===== src/rtl/memu_pkg.sv =====
// Shared encodings and zip layouts for the MEM stage of the LoongArch pipeline.
// Field order mirrors what EXEU packs and WBU unpacks.
package memu_pkg;

  localparam int EXE2MEM_LEN = 172;
  localparam int MEM2WB_LEN  = 167;
  localparam int RF_ZIP_LEN  = 39;

  typedef enum logic [1:0] {
    SZ_B = 2'd0,
    SZ_H = 2'd1,
    SZ_W = 2'd2
  } mem_size_e;

  typedef struct packed {
    logic        res_from_mem;
    logic        rf_we;
    logic [4:0]  rf_waddr;
    logic [31:0] result;
    logic [3:0]  mem_op;
    logic [31:0] pc;
    logic        csr_read;
    logic        csr_we;
    logic [13:0] csr_num;
    logic [31:0] csr_wmask;
    logic [31:0] csr_wvalue;
    logic        ex_valid;
    logic [5:0]  ecode;
    logic [8:0]  esubcode;
    logic        is_ertn;
  } exe2mem_t;

  function automatic logic [31:0] ext8(input logic [7:0] b, input logic uns);
    return uns ? {24'h000000, b} : {{24{b[7]}}, b};
  endfunction

  function automatic logic [31:0] ext16(input logic [15:0] h, input logic uns);
    return uns ? {16'h0000, h} : {{16{h[15]}}, h};
  endfunction

endpackage


===== src/rtl/memu_load_align.sv =====
// Picks the addressed byte/halfword out of a 32-bit read word and extends it.
module memu_load_align
  import memu_pkg::*;
(
  input  logic [31:0] raw,
  input  logic [1:0]  addr,
  input  logic [3:0]  mem_op,
  output logic [31:0] load_data
);

  logic [7:0]  byte_s;
  logic [15:0] half_s;

  assign byte_s = raw[{addr, 3'b000} +: 8];
  assign half_s = addr[1] ? raw[31:16] : raw[15:0];

  // size/extension select; store ops pass the word through untouched
  always_comb begin
    load_data = raw;
    if (mem_op[2]) begin
      load_data = raw;
    end else begin
      case (mem_op[1:0])
        SZ_B:    load_data = ext8(byte_s, mem_op[3]);
        SZ_H:    load_data = ext16(half_s, mem_op[3]);
        SZ_W:    load_data = raw;
        default: load_data = raw;
      endcase
    end
  end

endmodule


===== src/rtl/memu.sv =====
// MEM stage: latches EXE's zip, aligns SRAM load data (held across WB stalls)
// and forwards the result to WB, IDU and EXEU.
module memu
  import memu_pkg::*;
(
  input  logic                   clk,
  input  logic                   reset,
  input  logic                   flush,
  output logic                   mem_allowin,
  input  logic                   exe_to_mem_valid,
  input  logic [EXE2MEM_LEN-1:0] exe_to_mem_zip,
  input  logic [31:0]            data_sram_rdata,
  input  logic                   wb_allowin,
  output logic                   mem_to_wb_valid,
  output logic [MEM2WB_LEN-1:0]  mem_to_wb_zip,
  output logic [RF_ZIP_LEN-1:0]  mem_rf_zip,
  output logic                   mem_ex
);

  exe2mem_t    zip_r;
  logic        mem_valid_r;
  logic        first_r;
  logic        rdata_held_r;
  logic [31:0] hold_buf_r;

  logic        load_s;
  logic [31:0] raw_s;
  logic [31:0] load_data_s;
  logic [31:0] final_s;

  assign mem_allowin = ~mem_valid_r | wb_allowin;
  assign load_s      = exe_to_mem_valid & mem_allowin;

  // pipeline register, first-cycle flag and stall hold buffer
  always_ff @(posedge clk or posedge reset) begin
    if (reset) begin
      mem_valid_r  <= 1'b0;
      first_r      <= 1'b0;
      rdata_held_r <= 1'b0;
      hold_buf_r   <= 32'h0000_0000;
      zip_r        <= '0;
    end else begin
      if (flush) begin
        mem_valid_r <= 1'b0;
      end else if (mem_allowin) begin
        mem_valid_r <= exe_to_mem_valid;
      end else begin
        mem_valid_r <= mem_valid_r;
      end

      if (load_s) begin
        zip_r <= exe2mem_t'(exe_to_mem_zip);
      end else begin
        zip_r <= zip_r;
      end

      first_r <= load_s;

      // SRAM data is only valid in the first cycle; keep it if WB is not taking it
      if (flush || wb_allowin) begin
        rdata_held_r <= 1'b0;
      end else if (first_r && mem_valid_r && !rdata_held_r) begin
        rdata_held_r <= 1'b1;
        hold_buf_r   <= data_sram_rdata;
      end else begin
        rdata_held_r <= rdata_held_r;
      end
    end
  end

  assign raw_s = rdata_held_r ? hold_buf_r : data_sram_rdata;

  memu_load_align u_load_align (
    .raw       (raw_s),
    .addr      (zip_r.result[1:0]),
    .mem_op    (zip_r.mem_op),
    .load_data (load_data_s)
  );

  // a faulting load never issued a request, so its ALU result goes through
  assign final_s = (zip_r.res_from_mem & ~zip_r.ex_valid) ? load_data_s : zip_r.result;

  assign mem_to_wb_valid = mem_valid_r;
  assign mem_to_wb_zip   = {zip_r.rf_we, zip_r.rf_waddr, final_s, zip_r.pc,
                            zip_r.csr_read, zip_r.csr_we, zip_r.csr_num,
                            zip_r.csr_wmask, zip_r.csr_wvalue,
                            zip_r.ex_valid, zip_r.ecode, zip_r.esubcode, zip_r.is_ertn};
  assign mem_rf_zip      = {mem_valid_r & zip_r.csr_read, mem_valid_r & zip_r.rf_we,
                            zip_r.rf_waddr, final_s};
  assign mem_ex          = mem_valid_r & (zip_r.ex_valid | zip_r.is_ertn);

endmodule


===== config.mk =====
export PLATFORM = sky130hd
export DESIGN_NAME = memu
export DESIGN_NICKNAME = d
export VERILOG_FILES = /design/src/rtl/memu_pkg.sv /design/src/rtl/memu_load_align.sv /design/src/rtl/memu.sv
export SDC_FILE = /design/constraint.sdc
export NUM_CORES = 1
export LEC_CHECK = 0
export ABC_CLOCK_PERIOD_IN_PS = 13950
export BUFFER_PORTS_ARGS = -buffer_cell sky130_fd_sc_hd__buf_2
export CORE_AREA = 2 2 165 167
export CTS_BUF_LIST = sky130_fd_sc_hd__clkbuf_16
export DETAILED_ROUTE_END_ITERATION = 10
export DIE_AREA = 0 0 167 169
export GPL_ROUTABILITY_DRIVEN = 0
export GPL_TIMING_DRIVEN = 0
export PLACE_DENSITY = 0.75
export SYNTH_ARGS = -nofsm -noshare
export SYNTH_HDL_FRONTEND = slang
export SYNTH_SLANG_ARGS = --single-unit

===== constraint.sdc =====
create_clock -name clk -period 13.95 [get_ports clk]
set_clock_uncertainty 0.05 [all_clocks]
set_input_delay 0.6975 -clock clk [delete_from_list [all_inputs] [get_ports clk]]
set_output_delay 0.6975 -clock clk [all_outputs]
set_load 0.05 [all_outputs]

==> results of run 1 <==
-- worst max-delay path, stage by stage, from the launching register on --
cell and delay [ns]:
dfrtp_1 0.34, buf_6 0.17, buf_6 0.20, buf_2 0.33
mux2i_1 0.55, nand2_1 0.10, a32oi_1 0.37, o21ai_0 0.18
buf_4 0.16, buf_2 0.20
-- cell usage in the layout, fill, tap and decap left out, types with 3 or more instances in the layout --
master,instances
nand3b_1,3
and2_1,3
a31oi_1,7
clkinvlp_4,3
o22ai_1,16
a21oi_1,31
clkbuf_16,25
o21ai_0,5
buf_4,177
buf_2,438
clkinv_2,4
inv_1,5
a22oi_1,5
nand2b_1,8
diode_2,5
mux2_2,219
bufinv_16,3
o2bb2ai_1,8
nor2_1,15
nand2_1,7
dfrtp_1,207
mux2i_1,18
a32oi_1,4
buf_6,4
o21a_1,3
clkbuf_1,9
-- power by group through the flow --
stage	Clock, mW	Combinational (mW)	Sequential, mW
CTS	0.652	0.780	0.738
global route	0.676	0.813	0.749
floorplan	0	0.615	0.732
finish	0.634	0.776	0.739
detailed placement	0	0.778	0.748
global placement	0	0.768	0.744
-- per-stage QoR --
step | power, mW | util [%] | hold slack [ns] | worst slack, ns | std cells
after floorplan | 1.35 | - | 0.402 | 7.55 | 796
after global placement | 1.51 | 48.1 | 0.413 | 5.05 | 1554
after detailed placement | 1.53 | 48.2 | 0.427 | 10.61 | 1555
after CTS | 2.17 | 51.2 | 0.239 | 10.06 | 1596
after global routing | 2.24 | 51.2 | 0.279 | 9.90 | 1600
final | 2.15 | 51.2 | 0.228 | 10.09 | 1601
-- sequential cells by signal, summed over array words and instances (netlist names) --
| signal | flops |
|---|---|
| first_r | 1 |
| hold_buf_r | 32 |
| mem_rf_zip | 5 |
| mem_to_wb_valid | 1 |
| mem_to_wb_zip | 130 |
| rdata_held_r | 1 |
| zip_r | 37 |
-- per-layer routing --
metal | share of wire, % | vias to the layer above | wire length, µm
li1 | - | 3530 | -
met1 | 39 | 3667 | 11400
met2 | 50 | 336 | 14400
met3 | 8.7 | 52 | 2520
met4 | 2.4 | 0 | 705
met5 | 0 | - | 0
-- kinds of logic after synthesis --
group	share of synthesized area, %
and+or+nand+nor	2.35
muxes	26.2
AOI/OAI and AO/OA	5.87
buffers and inverters	14.9
DFF	50.6
-- path summary, 6_finish.rpt --
check                      slack, ns  cells after the start                 end             from
max                            10.09                      9  mem_to_wb_zip[134]     rdata_held_r
min                             0.23                      2  mem_to_wb_zip[117]            reset
max reg2reg                    11.74                      5          zip_r[158]  mem_to_wb_valid
min reg2reg                     0.44                      1      hold_buf_r[24]   hold_buf_r[24]
max in group asynchronous      12.58                      3       hold_buf_r[1]            reset
min in group clk                0.31                      2        rdata_held_r       wb_allowin
-- layout make-up --
cell class                 count  area, µm²  share of cell area [%]
sequential                   207       5180                    38.1
multi-input combinational    375       3520                    25.9
timing repair buffer         418       2110                    15.6
buffer                       211       1510                    11.1
clock buffer                  25        626                    4.61
tap                          341        427                    3.14
clock inverter                16        165                    1.22
inverter                       3       18.8                   0.138
antenna                        5       12.5                  0.0921
==> impl_metrics.toml, run 1 <==
[synth]
yosysSeqAreaShare_pct = 50.6
postSynthAreaPerCell_um2 = 12.8
synth_area_leaders = "dfrtp_1 (51%), mux2_2 (24%), buf_4 (13%)"
yosys.area.top_type = "dfrtp_1"
ys_types = 39
syn-num-nets = 1005
synth_ff_type = "dfrtp_1"
synth.top_cells.by_count = "mux2_2 (219), dfrtp_1 (207), buf_4 (177), a21oi_1 (31), buf_2 (21)"
synth_top_area_share_pct = 50.6
synthCells = 796
ys_ff_latch = 207
async_reset_ff_share_pct = 100
synth-edff-count = 0
yosysMostFrequentCell = "mux2_2"
synth_area_um2 = 10200
yosysWarningCount = 0

[routing]
drt_iter0_drc = 362
wire_per_inst_um = 18.1
drc = 0
postRouteAntennaNets = 0
via_per_inst = 4.74
vias = 7585
drtPass1Iterations = 4
wl_um = 29000

[run_status]
status = "finished clean"

[cells_and_area]
drive_gt1_share_pct = 70.3
nets = 1449
stdcell_area_um2 = 13600
areaGrowthSynthToFinish_pct = 32.8
fillerInstances = 2346

[cts]
cts-htree-levels = 1
cts_sinks = 207
cts_buffers = 24
cts_resized = 0
cts_root_buf = "clkbuf_16"
path_clk_slew_ns = 0.06
cts_buffer_depth = 3
clk_latency_ns = 0.52
hold_buffers = 0
postCtsSetupBuffers = 0
tritoncts = "done"

[global_routing]
grt_max_degree = 121
grt_pass1_wl_um = 44100
grtUsageMet2_pct = 34.5
grt_overflow_total = 0
met3_usage_pct = 5.78
track_usage_pct = 19.7
grt_pass1_vias = 7850
antenna_found_initial = 5
busiest_layer = "met2"
use_met1_pct = 23.4

[placement]
portBuffers = 417
placed_area_um2 = 12800
hpwl_um = 22100

[floorplanning]
design.core.area_um2 = 26500
rows = 60
ioPinCount = 418
initial_core_util_pct = 38.6
die_y_um = 169
dieArea_um2 = 28200
die_x_um = 167

[power_and_ir_drop]
ir_drop_mv = 0.112
internal_power_mw = 1.34
pwr-share-clk_pct = 29.5
switchingPower_mw = 0.811
seq_power_share_pct = 34.4
pwr-share-comb_pct = 36.1
p_leak_nw = 6.65
power_density_nw_per_um2 = 158
p_sw_share_pct = 37.7

[timing]
worstMarginPinSlew_ns = 0.709
fin_crit_sh_pct = 27.6
period_needed_ns = 3.86
tns_ns = 0
finalHoldViolations = 0
clock.fmax_mhz = 259
rsz0062_at_grt = "false"
slew_headroom_pct = 52.6
drv_slew = 0
setup_violations = 0

[setup_path]
worstPathMaxFanout = 10
worstSetupEndpointType = "output pin"
start_kind = "flop"
arrival_ns = 3.11
worstPathRequired_ns = 13.20
worstSetupPathType = "reg -> out"

[hold_path]
hp-class = "in -> async"

[run]
maxCapViolations = 0
(Power assumes the default switching activity.)
==> run 2: changes to the inputs <==
==> config.mk (replaced) <==
export PLATFORM = sky130hd
export DESIGN_NAME = memu
export DESIGN_NICKNAME = d
export VERILOG_FILES = /design/src/rtl/memu_pkg.sv /design/src/rtl/memu_load_align.sv /design/src/rtl/memu.sv
export SDC_FILE = /design/constraint.sdc
export NUM_CORES = 1
export LEC_CHECK = 0
export ABC_CLOCK_PERIOD_IN_PS = 3900
export BUFFER_PORTS_ARGS = -buffer_cell sky130_fd_sc_hd__buf_2
export CORE_AREA = 2 2 161 163
export CTS_BUF_LIST = sky130_fd_sc_hd__clkbuf_16
export DETAILED_ROUTE_END_ITERATION = 10
export DIE_AREA = 0 0 163 165
export GPL_ROUTABILITY_DRIVEN = 0
export GPL_TIMING_DRIVEN = 0
export PLACE_DENSITY = 0.78
export SYNTH_ARGS = -nofsm -noshare
export SYNTH_HDL_FRONTEND = slang
export SYNTH_SLANG_ARGS = --single-unit
==> constraint.sdc (replaced) <==
create_clock -name clk -period 3.9 [get_ports clk]
set_clock_uncertainty 0.05 [all_clocks]
set_input_delay 0.195 -clock clk [delete_from_list [all_inputs] [get_ports clk]]
set_output_delay 0.195 -clock clk [all_outputs]
set_load 0.05 [all_outputs]
==> run 2 against run 1 <==
- critical path depth unchanged
- setup slack got worse by 9.6 ns
- combinational power increased to 3.9 times the previous value
- sequential share of layout area decreased by 5.2 points
- highest routed layer is now met5
==> impl_metrics.toml, run 2 (synthesis gave the netlist of run 1 again) <==
[setup_path]
rr_startpoint = "mem_to_wb_valid"
worstSetupEndpointType = "output pin"
worstPathMaxFanout = 10
crit_start = "rdata_held_r"
r2r-end = "zip_r[158]"
critPathCapture = "mem_to_wb_zip[134]"
worstSetupPathType = "reg -> out"
arrival_ns = 3.14
start_kind = "flop"
r2r_slack_ns = 1.79
r2r_cells = 5
worstPathRequired_ns = 3.65

[floorplanning]
rows = 58
die_y_um = 165
dieArea_um2 = 26900
initial_core_util_pct = 40.8
die_x_um = 163
ioPinCount = 418
design.core.area_um2 = 25000

[global_routing]
grt_overflow_total = 0
track_usage_pct = 24.2
grt_max_degree = 43
grt_pass1_vias = 9439
grt_pass1_wl_um = 50400
antenna_found_initial = 4

[cts]
cts_resized = 0
cts_root_buf = "clkbuf_16"
path_clk_slew_ns = 0.06
cts_buffer_depth = 3
hold_buffers = 209
cts_sinks = 207
clk_latency_ns = 0.52
postCtsSetupBuffers = 0
cts-htree-levels = 1
cts_buffers = 24
tritoncts = "done"

[cells_and_area]
nets = 1662
areaGrowthSynthToFinish_pct = 53.6
drive_gt1_share_pct = 60.0
fin_cells = 1804
mostFrequentLayoutCell = "buf_2"
utilization_pct = 62.8
largest_reg_flops = 130
fillerInstances = 1804
mostFrequentLayoutCells = "buf_2 (438), mux2_2 (219), dlygate4sd3_1 (209), dfrtp_1 (207), buf_4 (177)"

[power_and_ir_drop]
ir_drop_mv = 0.412
power_density_nw_per_um2 = 503
total_power_mw = 7.90
p_leak_nw = 7.56

[timing]
setup_slack_ns = 0.514
finalHoldViolations = 0
clock.fmax_mhz = 295
drv_slew = 0
setup_violations = 0
slew_headroom_pct = 51.9
rsz0062_at_grt = "false"
worstMarginPinSlew_ns = 0.719
fin_crit_sh_pct = 86.8
period_needed_ns = 3.39

[placement]
portBuffers = 417
place_ws_ns = 1.10
hpwl_um = 22300
dp_cells = 1548

[routing]
drt_iter0_drc = 512
via_per_inst = 4.84
drc = 0
drtPass1Iterations = 5
wl_um = 33900
postRouteAntennaNets = 0
wire_per_inst_um = 18.8
vias = 8739

[run]
maxCapViolations = 0

[hold_path]
hp-class = "in -> async"

[run_status]
status = "finished clean"
[run 2: critical path, stage by stage, from the launching register on]
cell     delay, ns
dfrtp_1       0.34
buf_6         0.15
buf_6         0.20
buf_2         0.33
mux2i_1       0.64
nand2_1       0.11
a32oi_1       0.32
o21ai_0       0.17
buf_4         0.16
buf_2         0.20
[run 2: worst min path at each step]
stage,start,to,slack [ns],cells past startpoint
5_1_grt,reset,mem_to_wb_zip[107],0.29,3
3_3_place_gp,wb_allowin,rdata_held_r,0.32,2
3_5_place_dp,reset,mem_to_wb_zip[110],0.21,2
4_1_cts,reset,mem_to_wb_zip[107],0.19,3
6_report,reset,mem_to_wb_zip[110],0.28,3
2_1_floorplan,flush,mem_to_wb_valid,0.21,1
[run 2: metal layers]
layer | up-vias | share of wire, % | global-route usage [%]
met5 | - | 0.032 | 0
li1 | 3944 | - | -
met2 | 405 | 52 | 45.5
met4 | 2 | 3.0 | 7.96
met1 | 4308 | 38 | 27.2
met3 | 80 | 7.0 | 5.17
[run 2: metrics by stage]
stage               area (µm²)  TNS [ns]  hold slack, ns
global route             15700         0           0.289
floorplan                10200         0           0.208
global placement         12700    -68.71           0.320
detailed placement       12800         0           0.208
CTS                      15700         0           0.192
finish                   15700         0           0.276
[run 2: report_power, final]
group / switching, mW / leakage, nW / internal [mW] / total (mW)
sequential: 0.192 / 2.44 / 2.46 / 2.65
combinational: 1.89 / 4.72 / 1.11 / 3.00
clock: 0.920 / 0.396 / 1.32 / 2.24
total: 3.00 / 7.56 / 4.90 / 7.90
[run 2: area by class of cell]
type / instances / area [µm²] / area share [%]
Antenna cell: 3 / 7.51 / 0.0478
Buffer: 211 / 1510 / 9.63
Clock buffer: 24 / 601 / 3.82
Clock inverter: 20 / 181 / 1.15
Inverter: 3 / 15.0 / 0.0956
Multi-Input combinational cell: 375 / 3520 / 22.4
Sequential cell: 207 / 5180 / 33.0
Tap cell: 330 / 413 / 2.63
Timing Repair Buffer: 631 / 4280 / 27.2
